==> src/rtl/bin2bcd_if.sv <==
// bin2bcd_if: handshake/data bundle between a binary source and bin2bcd_seq.
//   in_valid  : source -> converter, bin is valid this cycle
//   in_ready  : converter -> source, converter idle; accept on in_valid&&in_ready
//   bin       : source -> converter, WIDTH-bit binary value
//   out_valid : converter -> sink, one-cycle strobe for a new bcd result
//   bcd       : converter -> sink, packed BCD, digit 0 (units) in bcd[3:0]
//   blank     : converter -> sink, leading-zero blanking (only with BIN2BCD_BLANK_EN)
// Modports: master = source/sink side, slave = converter side.
interface bin2bcd_if #(
  parameter int WIDTH  = 8,
  parameter int DIGITS = 3
);
  logic                  in_valid;
  logic                  in_ready;
  logic [WIDTH-1:0]      bin;
  logic                  out_valid;
  logic [4*DIGITS-1:0]   bcd;
`ifdef BIN2BCD_BLANK_EN
  logic [DIGITS-1:0]     blank;

  modport master (output in_valid, bin, input in_ready, out_valid, bcd, blank);
  modport slave  (input in_valid, bin, output in_ready, out_valid, bcd, blank);
`else
  modport master (output in_valid, bin, input in_ready, out_valid, bcd);
  modport slave  (input in_valid, bin, output in_ready, out_valid, bcd);
`endif
endinterface

==> src/rtl/bin2bcd_seq.sv <==
// bin2bcd_seq: sequential binary-to-BCD converter (double-dabble, one bit
// per clock). Accepts a WIDTH-bit value when idle, shifts it through a BCD
// work register for WIDTH cycles, then presents the result on bcd together
// with a one-cycle out_valid strobe.
// Ports:
//   clk    : clock, all state on rising edge
//   rst_n  : asynchronous reset, active-low
//   bus    : bin2bcd_if.slave (in_valid/in_ready/bin in, out_valid/bcd out,
//            plus blank when BIN2BCD_BLANK_EN is defined)
// Configuration macro: BIN2BCD_BLANK_EN adds the registered blank[DIGITS-1:0]
// output (leading-zero blanking, blank[0] always 0).
module bin2bcd_seq #(
  parameter int WIDTH  = 8,
  parameter int DIGITS = 3
) (
  input  logic      clk,
  input  logic      rst_n,
  bin2bcd_if.slave  bus
);

  localparam int BW = 4 * DIGITS;
  localparam int CW = (WIDTH > 1) ? $clog2(WIDTH) : 1;

  // Every WIDTH-bit value must fit in DIGITS decimal digits.
  generate
    if ((10 ** DIGITS) <= ((2 ** WIDTH) - 1)) begin : g_bad_digits
      $error("bin2bcd_seq: DIGITS too small for WIDTH");
    end
  endgenerate

  typedef enum logic [1:0] {
    IDLE  = 2'd0,
    SHIFT = 2'd1,
    DONE  = 2'd2
  } state_t;

  state_t          state_q, state_d;
  logic [WIDTH-1:0] shift_q, shift_d;
  logic [BW-1:0]   work_q, work_d;
  logic [CW-1:0]   cnt_q, cnt_d;
  logic [BW-1:0]   bcd_q, bcd_d;
  logic            out_valid_q, out_valid_d;

  // Any nibble of 5 or more gets +3; a nibble is at most 9 here, so the
  // sum stays within 4 bits and never carries into the next digit.
  function automatic logic [BW-1:0] add3(input logic [BW-1:0] w);
    logic [BW-1:0] r;
    r = w;
    for (int i = 0; i < DIGITS; i++) begin
      if (w[4*i +: 4] >= 4'd5) r[4*i +: 4] = w[4*i +: 4] + 4'd3;
    end
    return r;
  endfunction

`ifdef BIN2BCD_BLANK_EN
  logic [DIGITS-1:0] blank_q, blank_d;

  // blank[i] is set while digit i and everything above it are zero;
  // the units digit is never blanked so zero still shows as "0".
  function automatic logic [DIGITS-1:0] blank_of(input logic [BW-1:0] v);
    logic [DIGITS-1:0] b;
    logic              hz;
    b  = '0;
    hz = 1'b1;
    for (int i = DIGITS - 1; i >= 1; i--) begin
      hz   = hz && (v[4*i +: 4] == 4'd0);
      b[i] = hz;
    end
    return b;
  endfunction
`endif

  always_comb begin
    state_d     = state_q;
    shift_d     = shift_q;
    work_d      = work_q;
    cnt_d       = cnt_q;
    bcd_d       = bcd_q;
    out_valid_d = 1'b0;
`ifdef BIN2BCD_BLANK_EN
    blank_d     = blank_q;
`endif
    case (state_q)
      IDLE: begin
        // in_ready is implied by being in IDLE.
        if (bus.in_valid) begin
          state_d = SHIFT;
          shift_d = bus.bin;
          work_d  = '0;
          cnt_d   = CW'(WIDTH - 1);
        end
      end
      SHIFT: begin
        // Correct first, then shift: shift MSB enters the work LSB.
        {work_d, shift_d} = {add3(work_q), shift_q} << 1;
        if (cnt_q == '0) begin
          state_d     = DONE;
          bcd_d       = work_d;
          out_valid_d = 1'b1;
`ifdef BIN2BCD_BLANK_EN
          blank_d     = blank_of(work_d);
`endif
        end else begin
          cnt_d = cnt_q - CW'(1);
        end
      end
      DONE: begin
        state_d = IDLE;
      end
      default: begin
        state_d = IDLE;
      end
    endcase
  end

  always_ff @(posedge clk or negedge rst_n) begin
    if (!rst_n) begin
      state_q     <= IDLE;
      shift_q     <= '0;
      work_q      <= '0;
      cnt_q       <= '0;
      bcd_q       <= '0;
      out_valid_q <= 1'b0;
`ifdef BIN2BCD_BLANK_EN
      blank_q     <= '0;
`endif
    end else begin
      state_q     <= state_d;
      shift_q     <= shift_d;
      work_q      <= work_d;
      cnt_q       <= cnt_d;
      bcd_q       <= bcd_d;
      out_valid_q <= out_valid_d;
`ifdef BIN2BCD_BLANK_EN
      blank_q     <= blank_d;
`endif
    end
  end

  assign bus.in_ready  = (state_q == IDLE);
  assign bus.out_valid = out_valid_q;
  assign bus.bcd       = bcd_q;
`ifdef BIN2BCD_BLANK_EN
  assign bus.blank     = blank_q;
`endif

endmodule

==> src/flat_wrapper.sv <==
// flat-port wrapper written by rule: the top's interface ports become plain ports
module bin2bcd_seq_flat 
#(
  parameter int WIDTH  = 8,
  parameter int DIGITS = 3
)
  (clk, rst_n, bus_in_valid, bus_bin, bus_in_ready, bus_out_valid, bus_bcd);
  bin2bcd_if #(.WIDTH(WIDTH), .DIGITS(DIGITS)) bus_i ();
  input  logic clk;
  input  logic rst_n;
  input wire logic [$bits(bus_i.in_valid)-1:0] bus_in_valid;
  input wire logic [$bits(bus_i.bin)-1:0] bus_bin;
  output wire logic [$bits(bus_i.in_ready)-1:0] bus_in_ready;
  output wire logic [$bits(bus_i.out_valid)-1:0] bus_out_valid;
  output wire logic [$bits(bus_i.bcd)-1:0] bus_bcd;
  assign bus_i.in_valid = bus_in_valid;
  assign bus_i.bin = bus_bin;
  assign bus_in_ready = bus_i.in_ready;
  assign bus_out_valid = bus_i.out_valid;
  assign bus_bcd = bus_i.bcd;
  bin2bcd_seq #(.WIDTH(WIDTH), .DIGITS(DIGITS)) u_core (.clk(clk), .rst_n(rst_n), .bus(bus_i));
endmodule
==> config.mk <==
export PLATFORM = sky130hd
export DESIGN_NAME = bin2bcd_seq_flat
export DESIGN_NICKNAME = d
export VERILOG_FILES = /design/src/rtl/bin2bcd_if.sv /design/src/rtl/bin2bcd_seq.sv /design/src/flat_wrapper.sv
export SDC_FILE = /design/constraint.sdc
export NUM_CORES = 1
export LEC_CHECK = 0
export BUFFER_PORTS_ARGS = -buffer_cell sky130_fd_sc_hd__buf_2
export CORE_MARGIN = 3
export CORE_UTILIZATION = 51
export DETAILED_ROUTE_END_ITERATION = 6
export PLACE_DENSITY = 0.75
export REMOVE_ABC_BUFFERS = 1
export SYNTH_ARGS = -nofsm -noshare
export SYNTH_HDL_FRONTEND = slang
export SYNTH_SLANG_ARGS = --single-unit
==> constraint.sdc <==
create_clock -name clk -period 1.36 [get_ports clk]
set_input_delay 0.204 -clock clk [delete_from_list [all_inputs] [get_ports clk]]
set_output_delay 0.204 -clock clk [all_outputs]
set_load 0.03 [all_outputs]
==> impl_metrics.py, run 1 <==
metrics = {
    "outcome": {
        "status": "complete, but fails checks",
        "violations": "negative setup slack",
    },
    "placement": {
        "routabilityCongestion": 0.7364,
        "placed_cells": 278,
        "dpl_cell_area_um2": 2210,
        "port_buffers": 24,
        "hpwl_mm": 2.599,
    },
    "final_layout": {
        "num_antenna_cells": 0,
        "stdcell_count": 299,
        "final_nets": 272,
        "area_growth_pct": 42.46,
        "drive_gt1_frac": 0.4901,
        "design_area_um2": 2729,
    },
    "logic_synthesis": {
        "syn-cell-area_um2": 1916,
        "yosysTopAreaCell": "dfrtp_1",
        "yosysSeqAreaShare": 0.4964,
        "ys_top_cells_by_count": "38 x dfrtp_1, 26 x nand2_1, 25 x o21ai_1",
        "postSynthCellCount": 193,
        "async_reset_ff_frac": 1.000,
        "synth_ff_type": "dfrtp_1",
        "synth_cell_types": 33,
        "syn_avg_cell_area_um2": 9.925,
        "synth_warnings": 0,
        "synth.top_cell.area_share": 0.4964,
        "post-synth-top-count-cell": "dfrtp_1",
        "netlist_top_cells_area": "dfrtp_1 50%, o21ai_1 6.5%, ha_1 5.2%",
        "synth_seq_cells": 38,
        "synth_edf_count": 0,
    },
    "timing": {
        "rsz0062_at_grt": "true",
        "fmax_mhz": 665.2,
        "setup_viol": 13,
        "tightest_slew_ns": 0.6450,
        "relSlewSlack": 0.5697,
        "fin_crit_sh": 1.105,
        "hold_violations": 0,
        "finalMaxSlewViolations": 0,
        "setup_slack_ns": -0.1433,
        "period_needed_ns": 1.503,
        "clock_skew_ns": 0.006675,
    },
    "power_and_ir_drop": {
        "ir_worst_vdd_mv": 1.252,
        "leakage_nw": 1.267,
        "p_per_area_nw_per_um2": 2673,
    },
    "route": {
        "vias_per_cell": 5.465,
        "drt_iter0_drc": 70,
        "ant_nets": 0,
        "drt_pass1_iterations": 4,
        "post_drt_wl_per_cell_um": 16.61,
        "vias": 1634,
        "drc": 0,
        "drt_wl_total_mm": 4.967,
    },
    "critical_path": {
        "arrival_ns": 1.73,
        "critPathLaunchType": "flop",
        "worstSetupEndpointType": "flop",
        "crit_fanout": 4,
        "cp.required_ns": 1.58,
        "path_class": "reg -> reg",
    },
    "die": {
        "ios": 25,
        "initial_utilization": 0.5523,
        "die_area_um2": 4527,
        "die_w_um": 67.29,
        "num_rows": 21,
        "fp.coreArea_um2": 3468,
        "die_y_um": 67.29,
    },
    "clock_tree": {
        "cts_tree": "built",
        "clock_path_buffers": 2,
        "insertion_delay_ns": 0.29,
        "cts-root-buf": "clkbuf_8",
        "cts_buffers": 5,
        "cts_sinks": 38,
        "path_clk_slew_ns": 0.07,
        "htreeDepth": 2,
    },
    "global_route": {
        "grt-ovfl-total": 0,
        "grt.total_usage": 0.2139,
        "grt_pass1_wl_mm": 7.051,
        "antenna_found_initial": 0,
        "grt_pass1_vias": 1578,
        "grt_start_max_net_pins": 39,
    },
    "flow_run": {
        "cap_viol_max_count": 0,
    },
    "min_path": {
        "min_path_type": "in -> reg",
    },
}
## layout make-up
type,instances,area (um^2)
Inverter,10,37.54
Tap cell,46,57.56
Clock buffer,6,82.58
Multi-Input combinational cell,138,1135
Timing Repair Buffer,60,434.2
Fill cell,217,739.5
Sequential cell,38,952.2
Clock inverter,1,30.03
## where the power goes
group | internal, mW | switching [mW] | total [mW]
clock | 0.587 | 0.400 | 0.987
sequential | 1.60 | 0.459 | 2.06
combinational | 2.04 | 2.21 | 4.25
total | 4.22 | 3.07 | 7.29
## critical path: stages, from the launching register on
cell and delay, ns:
dfrtp_2 0.45, inv_2 0.11, ha_4 0.16, nand2b_4 0.07, a21oi_4 0.17, mux2_4 0.33, o21ai_2 0.12
## metal layers
metal	vias to the layer above	GRT usage	routed length [um]
li1	785	-	-
met1	811	0.2444	2204
met2	33	0.3706	2512
met3	5	0.05824	182
met4	0	0.09873	68
met5	-	0	0
## final timing paths
path | start | slack (ns) | cells past startpoint | end
min | bus_bin[0] | 0.17 | 3 | u_core.shift_q[0]
max reg2reg | u_core.work_q[4] | -0.14 | 6 | u_core.work_q[6]
max in group asynchronous | rst_n | 0.52 | 3 | u_core.work_q[4]
min reg2reg | u_core.bus.bcd[11] | 0.48 | 2 | u_core.bus.bcd[11]
min in group asynchronous | rst_n | 0.49 | 3 | u_core.bus.bcd[9]
max | u_core.work_q[4] | -0.14 | 6 | u_core.work_q[6]
## logic make-up after synthesis
logic type	count (synthesis)	share of synthesized area
compound gates	63	0.2044
xor+xnor	3	0.01372
fa+ha+maj	8	0.05226
buf+inv	18	0.04898
flops	38	0.4964
mux	3	0.02155
simple gates	60	0.1626
## cell usage in the layout (no fill, tap or decap), drive strengths merged, types with 2 or more instances in the layout
cell type  synthesis  final
buf                7     59
dfrtp             38     38
o21ai             33     33
nand2             27     28
a21oi             17     17
inv                9     10
a22oi              8      8
ha                 8      8
nor2b              7      7
clkbuf             1      6
nand2b             6      6
nor3b              5      5
nor2               5      5
and2b              4      4
mux2               3      3
nor3               3      3
nand3              3      3
xnor2              3      3
a22o               2      2
## registers in the layout (all words and copies together), names as in the netlist
register and count:
u_core.bus.out_valid 1, u_core.state_q 2, u_core.cnt_q 3, u_core.work_q 12, u_core.bus.bcd 12, u_core.shift_q 8
## metrics by stage
step | setup WS, ns | power (mW) | hold WS [ns] | setup TNS (ns) | util
2_1_floorplan | -0.09557 | 3.881 | -0.09159 | -0.5177 | -
3_3_place_gp | -0.05193 | 4.776 | 0.2769 | -0.3804 | 0.6371
3_5_place_dp | -0.1421 | 4.936 | 0.2791 | -1.102 | 0.6371
4_1_cts | -0.05380 | 6.542 | 0.1639 | -0.2382 | 0.7266
5_1_grt | -0.1682 | 7.717 | 0.1788 | -1.668 | 0.7868
6_report | -0.1433 | 7.294 | 0.1721 | -0.7769 | 0.7868
## timing repair
item	in CTS	in global routing
setup endpoints to repair	21	25
hold endpoints to repair	38	0
buffers inserted	5	7
gates cloned	0	1
resized for setup	33	29
pin swaps	11	6
hold buffers	1	0
(Power assumes the default switching activity.)
==> run 2: changes to the inputs <==
Settings changed: CORE_UTILIZATION 51 to 57, PLACE_DENSITY 0.75 to 0.79.
Clock period 1.36 ns to 1.5 ns, I/O delays scaled along.
==> run 2 against run 1 <==
Against the previous run: the flow now finishes without violations; register-to-register slack better by 0.15 ns; via count is 1.8% lower; sequential share of layout area increased by 3.3 points; clock-buffer cell count unchanged; final area down 8.5%; clock skew up 0.0054 ns; wire length shrank 4.0%; cell count fell by 3.7%.
==> impl_metrics.py, run 2 (synthesis results as in run 1) <==
metrics = {
    "power_and_ir_drop": {
        "power_mw": 5.996,
        "p_per_area_nw_per_um2": 2402,
        "ir_worst_vdd_mv": 1.182,
        "leakage_nw": 1.188,
    },
    "placement": {
        "routabilityCongestion": 0.8501,
        "hpwl_mm": 2.751,
        "port_buffers": 24,
        "pre_cts_slack_ns": -0.04039,
        "dpl_cell_area_um2": 2117,
    },
    "clock_tree": {
        "clock_path_buffers": 2,
        "path_clk_slew_ns": 0.11,
        "cts_buffers": 5,
        "cts_tree": "built",
        "htreeDepth": 2,
        "cts_sinks": 38,
        "insertion_delay_ns": 0.35,
        "cts-root-buf": "clkbuf_4",
    },
    "route": {
        "post_drt_wl_per_cell_um": 16.56,
        "drc": 0,
        "drt_iter0_drc": 71,
        "drt_wl_total_mm": 4.770,
        "drt_pass1_iterations": 4,
        "ant_nets": 0,
        "vias": 1604,
        "vias_per_cell": 5.569,
    },
    "die": {
        "initial_utilization": 0.6124,
        "die_y_um": 63.97,
        "die_w_um": 63.97,
        "fp.coreArea_um2": 3128,
        "die_area_um2": 4092,
        "ios": 25,
        "num_rows": 20,
    },
    "final_layout": {
        "drive_gt1_frac": 0.4016,
        "post-route-util": 0.7980,
        "area_growth_pct": 30.31,
        "fillers": 181,
        "design_area_um2": 2496,
        "final_cell_mix": "37 x dfrtp_1, 26 x nand2_1, 26 x buf_4",
        "final_nets": 263,
        "num_antenna_cells": 0,
        "layout_commonest_cell": "dfrtp_1",
    },
    "timing": {
        "setup_viol": 0,
        "fmax_mhz": 668.4,
        "clock_skew_ns": 0.01204,
        "rsz0062_at_grt": "true",
        "setup_slack_ns": 0.003853,
        "finalSetupTns_ns": 0,
        "hold_violations": 0,
        "relSlewSlack": 0.6870,
        "period_needed_ns": 1.496,
        "finalMaxSlewViolations": 0,
        "tightest_slew_ns": 0.4695,
        "fin_crit_sh": 0.9974,
    },
    "critical_path": {
        "worstSetupEndpointType": "flop",
        "path_class": "reg -> reg",
        "crit_fanout": 3,
        "critPathLaunchType": "flop",
        "slowest_stage": "dfrtp_1",
        "arrival_ns": 1.78,
        "path_cells": "inv_2 -> ha_2 -> nand2b_4 -> a21oi_4 -> mux2_4 -> o21ai_2",
        "max_stage_delay_ns": 0.38,
        "cp.required_ns": 1.79,
        "r2r_setup_slack_ns": 0.004,
    },
    "global_route": {
        "grt_start_max_net_pins": 39,
        "grt-ovfl-total": 0,
        "antenna_found_initial": 0,
        "grt_pass1_wl_mm": 7.507,
        "grt_pass1_vias": 1607,
        "grt.total_usage": 0.2381,
    },
    "outcome": {
        "status": "completed",
    },
    "min_path": {
        "min_path_type": "in -> reg",
    },
    "flow_run": {
        "cap_viol_max_count": 0,
    },
}
[run 2: path summary, 6_finish.rpt]
path | cells after the start | startpoint | end
worst min register to register | 2 | u_core.bus.bcd[0] | u_core.bus.bcd[0]
worst max-delay path | 6 | u_core.work_q[9] | u_core.bus.bcd[10]
min in group asynchronous | 3 | rst_n | u_core.bus.bcd[9]
max in group asynchronous | 3 | rst_n | u_core.shift_q[5]
worst min-delay path | 3 | bus_bin[0] | u_core.shift_q[0]
worst max register to register | 6 | u_core.work_q[9] | u_core.bus.bcd[10]
[run 2: area by class of cell]
cell class	instances	area [um^2]	share of cell area
clock inverters	1	30.03	0.01203
well taps	44	55.05	0.02206
inverters	10	37.54	0.01504
multi-input cells	138	1039	0.4160
clock buffers	6	51.30	0.02055
flip-flops and latches	38	952.2	0.3815
repair buffers	51	331.6	0.1328
[run 2: timing repair]
| action | CTS | global route |
|---|---|---|
| hold endpoints to repair | 38 | 0 |
| gates cloned | 1 | 0 |
| resized for setup | 9 | 27 |
| pin swaps | 4 | 6 |
| buffers inserted | 5 | 10 |
| setup endpoints to repair | 17 | 21 |
| hold buffers | 1 | 0 |
[run 2: per-layer routing]
| layer | up-vias | GRT usage | share of wire |
|---|---|---|---|
| met3 | 14 | 0.05975 | 0.044 |
| met4 | 0 | 0.1429 | 0.034 |
| li1 | 760 | - | - |
| met2 | 43 | 0.3910 | 0.53 |
| met5 | - | 0 | 0 |
| met1 | 787 | 0.2790 | 0.39 |
[run 2: through the flow]
step                      hold slack, ns  std cells
after CTS                         0.1431        278
after global placement            0.2945        264
after global routing              0.1457        288
after detailed placement          0.2963        264
after floorplan                 -0.07059        185
final                             0.1439        288
[run 2: power breakdown]
part / switching [mW] / total [mW] / internal, mW
sequential: 0.390 / 1.83 / 1.44
combinational: 1.86 / 3.44 / 1.58
clock: 0.335 / 0.723 / 0.388
[run 2: worst max-delay path, delay by kind of cell, from the launching register on]
kind | cells | cell delay [ns]
and+or+nand+nor | 1 | 0.14
adders and majority gates | 1 | 0.17
buffers and inverters | 1 | 0.07
muxes | 1 | 0.35
DFF | 1 | 0.38
AOI/OAI and AO/OA | 2 | 0.32
==> run 3: changes to the inputs <==
Settings changed: CORE_UTILIZATION 57 to 59, CTS_BUF_LIST set to sky130_fd_sc_hd__clkbuf_8, PLACE_DENSITY 0.79 to 0.8.
==> run 3 against run 2 <==
Against the previous run: sequential share of layout area up 1.8 points; flip-flop and latch count unchanged; first-iteration DRC count grew 18%; die area is 3.1% lower; worst hold slack improved by 0.052 ns; highest routed layer unchanged; non-clock buffer count fell by 9; total power is 6.5% lower; clock-buffer cell count down 1; register-to-register slack about the same; via count fell by 3.4%; clock skew down 0.0053 ns.
==> impl_metrics.py, run 3 (synthesis results as in run 1) <==
metrics = {
    "outcome": {
        "status": "completed",
    },
    "clock_tree": {
        "cts-root-buf": "clkbuf_8",
        "cts_sinks": 38,
        "cts_buffers": 5,
        "htreeDepth": 2,
        "insertion_delay_ns": 0.29,
        "clock_path_buffers": 2,
        "cts_tree": "built",
        "path_clk_slew_ns": 0.07,
    },
    "timing": {
        "setup_viol": 0,
        "fmax_mhz": 671.1,
        "whs_ns": 0.1959,
        "finalSetupTns_ns": 0,
        "period_needed_ns": 1.490,
        "fin_crit_sh": 0.9933,
        "hold_violations": 0,
        "finalMaxSlewViolations": 0,
        "clock_skew_ns": 0.006691,
        "relSlewSlack": 0.5931,
        "rsz0062_at_grt": "true",
        "tightest_slew_ns": 0.6099,
    },
    "final_layout": {
        "num_antenna_cells": 0,
        "design_area_um2": 2381,
        "fillers": 208,
        "layout_commonest_cell": "dfrtp_1",
        "area_growth_pct": 24.30,
        "final_nets": 254,
        "final_cell_mix": "38 x dfrtp_1, 26 x nand2_1, 25 x o21ai_1",
        "post-route-util": 0.7736,
        "stdcell_count": 280,
        "drive_gt1_frac": 0.3432,
    },
    "die": {
        "die_y_um": 62.98,
        "die_area_um2": 3966,
        "num_rows": 20,
        "die_w_um": 62.98,
        "ios": 25,
        "fp.coreArea_um2": 3078,
        "initial_utilization": 0.6224,
    },
    "route": {
        "route.met2.wl_mm": 2.167,
        "drc": 0,
        "top_layer": "met4",
        "vias": 1550,
        "drt_iter0_drc": 84,
        "post_drt_wl_per_cell_um": 14.99,
        "drt_pass1_iterations": 4,
        "drt_wl_total_mm": 4.198,
        "wl_met3_um": 205,
        "wl_met1_mm": 1.748,
        "vias_per_cell": 5.536,
        "ant_nets": 0,
    },
    "placement": {
        "dpl_cell_area_um2": 2110,
        "port_buffers": 24,
        "routabilityCongestion": 0.8173,
        "placed_cells": 263,
        "hpwl_mm": 2.541,
    },
    "critical_path": {
        "path_cells": "ha_1 -> nand2b_4 -> a21oi_4 -> mux2_4 -> o21ai_2",
        "arrival_ns": 1.71,
        "cp_top_family": "flip-flops",
        "worstSetupEndpointType": "flop",
        "path_class": "reg -> reg",
        "critPathLaunchType": "flop",
        "max_stage_delay_ns": 0.42,
        "cp.required_ns": 1.72,
        "critPathBufInv": 0,
        "slowest_stage": "dfrtp_1",
        "crit_fanout": 4,
    },
    "global_route": {
        "grt_pass1_wl_mm": 6.782,
        "grt-ovfl-total": 0,
        "grt.total_usage": 0.2160,
        "grt_start_max_net_pins": 39,
        "grt_pass1_vias": 1574,
        "antenna_found_initial": 0,
    },
    "min_path": {
        "min_path_type": "in -> reg",
    },
    "flow_run": {
        "cap_viol_max_count": 0,
    },
    "power_and_ir_drop": {
        "p_per_area_nw_per_um2": 2354,
        "ir_worst_vdd_mv": 1.115,
        "leakage_nw": 1.135,
    },
}
## run 3: per-stage QoR
step / total power, mW / setup WS (ns)
CTS: 5.175 / 0.007649
global placement: 4.102 / 0.05425
detailed placement: 4.262 / -0.01907
floorplan: 3.519 / 0.04443
global route: 6.011 / -0.06706
finish: 5.604 / 0.009997
## run 3: final timing paths
check	from	depth (start not counted)	slack, ns	end
worst max-delay path	u_core.work_q[0]	5	0.01	u_core.bus.bcd[2]
worst min-delay path	bus_bin[0]	3	0.20	u_core.shift_q[0]
min in group asynchronous	rst_n	3	0.50	u_core.work_q[6]
worst min register to register	u_core.bus.bcd[3]	2	0.47	u_core.bus.bcd[3]
worst max register to register	u_core.work_q[0]	5	0.01	u_core.bus.bcd[2]
max in group asynchronous	rst_n	3	0.66	u_core.state_q[1]
## run 3: per-layer routing
layer,track usage,vias up
li1,-,749
met1,0.2465,746
met2,0.3781,46
met3,0.04317,9
met4,0.1129,0
met5,0,-
## run 3: what timing repair did
item                                    in CTS  in global routing
cloned                                       1                  0
buffers inserted                             1                  6
hold buffers                                 1                  0
resized for setup                            2                 23
pin swaps                                    3                  3
endpoints found under the setup margin      14                 19
endpoints found under the hold margin       38                  0
## run 3: layout make-up
| cell class | instances | area [um^2] | share of cell area |
|---|---|---|---|
| Multi-Input combinational cell | 138 | 970.9 | 0.4078 |
| Sequential cell | 38 | 950.9 | 0.3994 |
| Timing Repair Buffer | 42 | 260.3 | 0.1093 |
| Clock buffer | 5 | 68.82 | 0.02890 |
| Tap cell | 44 | 55.05 | 0.02312 |
| Clock inverter | 3 | 37.54 | 0.01576 |
| Inverter | 10 | 37.54 | 0.01576 |
## run 3: where the power goes
part	switching, mW	internal, mW
Clock	0.349	0.484
Sequential	0.373	1.45
Combinational	1.65	1.30
## run 3: worst min-delay path, delay by kind of cell
kind | cells | cell delay [ns]
AOI/OAI and AO/OA | 2 | 0.15
buffers and inverters | 1 | 0.08
